<file path="src/rtl/mlp_param_loader.sv">
// -----------------------------------------------------------------------------
// mlp_param_loader
//
// Upstream feeder for the XOR MLP core. A byte-serial parameter stream
// (valid/ready) fills a shadow bank. The block checks the frame length and the
// gaps between bytes. A complete frame waits in PENDING until the MLP raises
// commit_en. The whole bank is then copied to the active outputs in one step.
//
// Byte order in a frame (index 0..N_PARAMS-1, default 13):
//   hw1, hw2, hb1, hw3, hw4, hb2, hw5, hw6, hb3, ow1, ow2, ow3, ob
//
// Ports
//   clk          in   1           clock; all logic on the rising edge
//   reset        in   1           asynchronous, active-low reset
//   s_data       in   8           parameter byte (two's complement)
//   s_valid      in   1           s_data is valid
//   s_last       in   1           s_data is the last byte of the frame
//   s_ready      out  1           loader accepts a byte this cycle
//   abort        in   1           drop any partial or pending frame
//   commit_en    in   1           MLP can take new parameters this cycle
//   params       out  8*N_PARAMS  active bank; byte i at [8*i+7:8*i]
//   params_valid out  1           active bank holds a committed frame
//   loaded       out  1           1-cycle pulse in the cycle after a commit
//   err_len      out  1           1-cycle pulse: frame length was wrong
//   err_timeout  out  1           1-cycle pulse: gap between bytes too long
// -----------------------------------------------------------------------------
module mlp_param_loader #(
  parameter int N_PARAMS = 13,
  parameter int TIMEOUT  = 64
) (
  input  logic                  clk,
  input  logic                  reset,
  input  logic [7:0]            s_data,
  input  logic                  s_valid,
  input  logic                  s_last,
  output logic                  s_ready,
  input  logic                  abort,
  input  logic                  commit_en,
  output logic [8*N_PARAMS-1:0] params,
  output logic                  params_valid,
  output logic                  loaded,
  output logic                  err_len,
  output logic                  err_timeout
);

  localparam int IDX_W = $clog2(N_PARAMS);
  localparam int GAP_W = $clog2(TIMEOUT);
  localparam logic [IDX_W-1:0] LAST_IDX  = IDX_W'(N_PARAMS - 1);
  // The gap counter holds the number of idle cycles seen so far. An idle
  // cycle when it already holds TIMEOUT-1 is the TIMEOUT-th one.
  localparam logic [GAP_W-1:0] GAP_LIMIT = GAP_W'(TIMEOUT - 1);

  typedef enum logic [1:0] {
    IDLE    = 2'd0,
    LOAD    = 2'd1,
    DRAIN   = 2'd2,
    PENDING = 2'd3
  } state_e;

  state_e                  state_q, state_d;
  logic [IDX_W-1:0]        idx_q, idx_d;
  logic [GAP_W-1:0]        gap_q, gap_d;
  logic [8*N_PARAMS-1:0]   shadow_q, shadow_d;
  logic [8*N_PARAMS-1:0]   params_q, params_d;
  logic                    params_valid_q, params_valid_d;
  logic                    loaded_q, loaded_d;
  logic                    err_len_q, err_len_d;
  logic                    err_timeout_q, err_timeout_d;
  logic                    accept;

  // Gating with reset keeps s_ready low for the whole time reset is held,
  // not only from the first clock edge.
  assign s_ready = reset && (state_q != PENDING);
  assign accept  = s_valid && s_ready;

  // NOTE: every signal gets a default before the case statement. This
  // prevents latch inference when a branch does not assign a signal.
  always_comb begin
    state_d        = state_q;
    idx_d          = idx_q;
    gap_d          = gap_q;
    shadow_d       = shadow_q;
    params_d       = params_q;
    params_valid_d = params_valid_q;
    loaded_d       = 1'b0;
    err_len_d      = 1'b0;
    err_timeout_d  = 1'b0;

    unique case (state_q)
      IDLE: begin
        // While in IDLE, abort only drops a byte that arrives in the same cycle.
        if (accept && !abort) begin
          shadow_d[7:0] = s_data;
          gap_d         = '0;
          if (s_last) begin
            err_len_d = 1'b1;
            idx_d     = '0;
          end else begin
            idx_d   = IDX_W'(1);
            state_d = LOAD;
          end
        end
      end

      LOAD: begin
        if (abort) begin
          state_d = IDLE;
          idx_d   = '0;
          gap_d   = '0;
        end else if (accept) begin
          shadow_d[8*idx_q +: 8] = s_data;
          gap_d                  = '0;
          idx_d                  = idx_q + 1'b1;
          if (s_last) begin
            idx_d = '0;
            if (idx_q == LAST_IDX) begin
              state_d = PENDING;
            end else begin
              err_len_d = 1'b1;
              state_d   = IDLE;
            end
          end else if (idx_q == LAST_IDX) begin
            // The frame is full but did not end. Drop bytes up to the next s_last.
            err_len_d = 1'b1;
            idx_d     = '0;
            state_d   = DRAIN;
          end
        end else if (gap_q == GAP_LIMIT) begin
          err_timeout_d = 1'b1;
          idx_d         = '0;
          gap_d         = '0;
          state_d       = IDLE;
        end else begin
          gap_d = gap_q + 1'b1;
        end
      end

      DRAIN: begin
        if (abort || (accept && s_last)) begin
          state_d = IDLE;
        end
      end

      PENDING: begin
        // abort wins over commit_en when both are high.
        if (abort) begin
          state_d = IDLE;
          idx_d   = '0;
          gap_d   = '0;
        end else if (commit_en) begin
          params_d       = shadow_q;
          params_valid_d = 1'b1;
          loaded_d       = 1'b1;
          state_d        = IDLE;
        end
      end

      default: state_d = IDLE;
    endcase
  end

  // NOTE: sequential state uses non-blocking assignments only, so every
  // register samples the values from before the clock edge.
  always_ff @(posedge clk or negedge reset) begin
    if (!reset) begin
      state_q        <= IDLE;
      idx_q          <= '0;
      gap_q          <= '0;
      // NOTE: the shadow bank is reset like the other registers. It is only
      // 13 bytes, and clearing it gives a known value after reset.
      shadow_q       <= '0;
      params_q       <= '0;
      params_valid_q <= 1'b0;
      loaded_q       <= 1'b0;
      err_len_q      <= 1'b0;
      err_timeout_q  <= 1'b0;
    end else begin
      state_q        <= state_d;
      idx_q          <= idx_d;
      gap_q          <= gap_d;
      shadow_q       <= shadow_d;
      params_q       <= params_d;
      params_valid_q <= params_valid_d;
      loaded_q       <= loaded_d;
      err_len_q      <= err_len_d;
      err_timeout_q  <= err_timeout_d;
    end
  end

  assign params       = params_q;
  assign params_valid = params_valid_q;
  assign loaded       = loaded_q;
  assign err_len      = err_len_q;
  assign err_timeout  = err_timeout_q;

endmodule

</file>
<file path="config.mk">
export PLATFORM = sky130hd
export DESIGN_NAME = mlp_param_loader
export DESIGN_NICKNAME = d
export VERILOG_FILES = /design/src/rtl/mlp_param_loader.sv
export SDC_FILE = /design/constraint.sdc
export NUM_CORES = 1
export LEC_CHECK = 0
export BUFFER_PORTS_ARGS = -buffer_cell sky130_fd_sc_hd__buf_2
export CORE_MARGIN = 2
export CORE_UTILIZATION = 55
export DETAILED_ROUTE_END_ITERATION = 6
export GPL_ROUTABILITY_DRIVEN = 0
export PLACE_DENSITY = 0.75
export SYNTH_ARGS = -nofsm -noshare
export SYNTH_HDL_FRONTEND = slang
export SYNTH_SLANG_ARGS = --single-unit
</file>
<file path="constraint.sdc">
create_clock -name clk -period 5.8 [get_ports clk]
set_clock_uncertainty 0.2 [all_clocks]
set_input_delay 0.29 -clock clk [delete_from_list [all_inputs] [get_ports clk]]
set_output_delay 0.29 -clock clk [all_outputs]
set_load 0.1 [all_outputs]
</file>
==> out/metrics.csv <==
stage,metric,value,unit
hold_path,hold worst-path end,shadow_q[43],
setup_path,Arrival @ worst endpoint,3.63,ns
layout,Nets,777,
clock_tree,Clock transition at path regs,0.06,ns
floorplan,Die H,133,um
clock_tree,Max clock buf depth,3,
synthesis,"EDFF count, synth",0,
setup_path,Critical R2R Capture,shadow_q[58],
floorplan,Row Count,47,
global_routing,largest net degree at the start of global routing,112,
synthesis,syn_area_per_cell,14.6,um2
global_routing,initial antenna violation count,0,
synthesis,sequential-to-total area share from yosys stat,61.2,%
route,Vias,5595,
synthesis,adder-cell share of the synthesized area,0.819,%
synthesis,post-synthesis compound-gate area fraction,2.73,%
floorplan,Ports,123,
synthesis,Yosys reg bits,224,
setup_path,worst-path fanout max,19,
timing,final setup fails,0,
setup_path,r2r setup slk,2.35,ns
global_routing,all-layer global routing usage,22.1,%
global_routing,met3 Use GR,4.18,%
clock_tree,root buffer cell,clkbuf_16,
global_routing,global routing usage on met2,36.2,%
synthesis,synth cell count leaders,"dfrtp_1, mux2_2, and2_1",
route,DR DRC count,0,
timing,final slew viol count,0,
route,routed length per placed instance,19.2,um
timing,RSZ-0062 raised after global routing,false,
floorplan,die area,0.0177,mm2
floorplan,Core Area,0.0164,mm2
setup_path,Worst Reg-to-Reg Cells,6,
route,vias per inst,5.64,
clock_tree,Sink Count,224,
hold_path,Hold Crit Depth,3,
synthesis,post-synth top area cell,dfrtp_1,
setup_path,CP Class,register to register,
place,post-DP HPWL,12.9,mm
synthesis,Syn Inst Count,627,
synthesis,Ys Warns,0,
setup_path,crit start category,register,
floorplan,Die W,133,um
hold_path,HP Start,s_data[3],
global_routing,vias in the first global route,5833,
timing,Max transition margin,33.1,%
synthesis,Async SR Flop Fraction,100,%
timing,Slew @ Worst Pin,1.00,ns
timing,tightest hold margin,0.0154,ns
timing,FMAX,290,MHz
clock_tree,later-pin clock latency in the skew report,0.50,ns
route,final wirelength,19.0,mm
timing,setup total negative slack,0,ns
synthesis,synth unique cells,46,
timing,min cycle time layout,3.45,ns
layout,area delta synth->final,17.6,%
hold_path,worst min path class,primary input to register,
clock_tree,Resized cells post-CTS,0,
synthesis,Main synth FF type,dfrtp_1,
clock_tree,post-CTS setup buffers,0,
clock_tree,H-tree levels,1,
synthesis,mux share of post-synthesis cell area,24.4,%
setup_path,Crit. End Element,register,
route,Antenna Nets Post-Route,0,
global_routing,GRT met1 Usage,31.0,%
synthesis,synthesized area,0.00916,mm2
run,max_cap viols,0,
place,number of port buffers,122,
synthesis,largest family of logic cells by synthesized area,multiplexers,
setup_path,Crit. Startpoint,idx_q[0],
global_routing,gr ovfl total,0,
route,DR pass1 iterations,5,
timing,Fin. Hold Viols,0,
layout,fin area,0.0108,mm2
clock_tree,CTS tree,done,
synthesis,Synth Area in XOR/XNOR,0.382,%
pwr,PwrDens,302,mW/mm2
setup_path,WP data required,5.98,ns
pwr,Lkg Pwr,5.93,nW
setup_path,crit-path max cell delay,0.87,ns
layout,Antenna Cells,0,
setup_path,critical path's slowest cell,nor2b_1,
synthesis,Syn Nets,647,
global_routing,grt peak-use layer,met2,
pwr,Worst VDD drop,223,uV
synthesis,Synth top area share,61.2,%
clock_tree,CTS buffer count,22,
place,placed inst area,0.00998,mm2
synthesis,Synth Area in Simple Gates,8.40,%
layout,share of post-route cells with drive strength above 1,48.1,%
synthesis,top area cells in the synthesized netlist,"dfrtp_1, mux2_2, and2_1, clkbuf_1, ha_1",
timing,final worst path period share,59.5,%
outcome,status,completed,
synthesis,cell with the most instances after synthesis,dfrtp_1,
route,DRT iter0 DRCs,366,
clock_tree,hold_buf cts,9,
setup_path,sequence of cells on the critical path,"inv_1, ha_1, xnor2_1, nor2b_1, nand3_2, mux2_2",
global_routing,first-pass GRT wire length,31.2,mm
floorplan,initial core utilization,55.8,%
setup_path,r2r startpoint,idx_q[0],
[per-stage QoR]
stage / worst slack [ns] / util, % / cells / power, mW
floorplan: 2.44 / - / 627 / 1.82
global placement: 2.62 / 60.8 / 944 / 1.89
detailed placement: 2.40 / 60.8 / 944 / 1.90
CTS: 2.39 / 65.7 / 992 / 3.28
global route: 2.18 / 65.7 / 992 / 3.37
finish: 2.35 / 65.7 / 992 / 3.25
[how the worst max path moves through the flow]
stage               cells after the start  slack, ns           end
finish                                  6       2.35  shadow_q[58]
global route                            6       2.18  shadow_q[61]
CTS                                     6       2.39  shadow_q[58]
detailed placement                      6       2.40  shadow_q[58]
global placement                        6       2.62  shadow_q[60]
floorplan                               3       2.44       s_ready
[worst max-delay path, delay by kind of cell (launching register included)]
kind                       cells  cell delay (ns)
and+or+nand+nor                2             1.24
DFF                            1             0.68
muxes                          1             0.38
xor gates and xnor gates       1             0.36
adders and majority gates      1             0.34
buffers and inverters          1             0.14
[sequential cells by signal, indices dropped and copies added, names as in the netlist]
name and count:
idx_q 4, params 104, loaded 1, err_timeout 1
state_q 2, gap_q 6, err_len 1, params_valid 1
shadow_q 104
[cell usage in the layout, fill, tap and decap left out, types with 5 or more instances in the layout]
cell type | synthesis | final
mux2_2 | 198 | 198
dlygate4sd3_1 | 0 | 9
nand4_1 | 9 | 9
clkbuf_8 | 0 | 6
o21ai_0 | 14 | 14
dfrtp_1 | 224 | 224
nand3_1 | 6 | 5
nor2_1 | 11 | 11
buf_2 | 2 | 121
and3_1 | 11 | 11
nor3_1 | 6 | 6
ha_1 | 6 | 6
clkbuf_1 | 26 | 6
nand2_1 | 10 | 10
and2_1 | 32 | 32
inv_1 | 18 | 18
clkbuf_16 | 0 | 23
nor2b_1 | 5 | 5
[layout make-up]
type                    instances  area [um2]
multi-input cells             356        3380
repair buffers                135         741
well taps                     220         275
clock inverters                 4        22.5
fillers                      1237        5630
inverters                      18        67.6
clock buffers                  35         681
flip-flops and latches        224        5610
[where the power goes]
part	switching [mW]	internal [mW]
clock	0.569	0.802
combinational	0.189	0.0742
sequential	0.0303	1.59
[metal layers]
metal	routed length, um	up-vias
li1	-	2484
met1	8380	2911
met2	9200	176
met3	1140	24
met4	305	0
met5	0	-
[cell families (layout without fill, tap and decap cells)]
logic type	count (synthesis)	after routing
adders and majority gates	6	6
and+or+nand+nor	111	111
AOI/OAI and AO/OA	36	36
buffers and inverters	47	192
DFF	224	224
muxes	199	199
xor gates and xnor gates	4	4
Note: power is estimated with default switching activity, not from simulation.
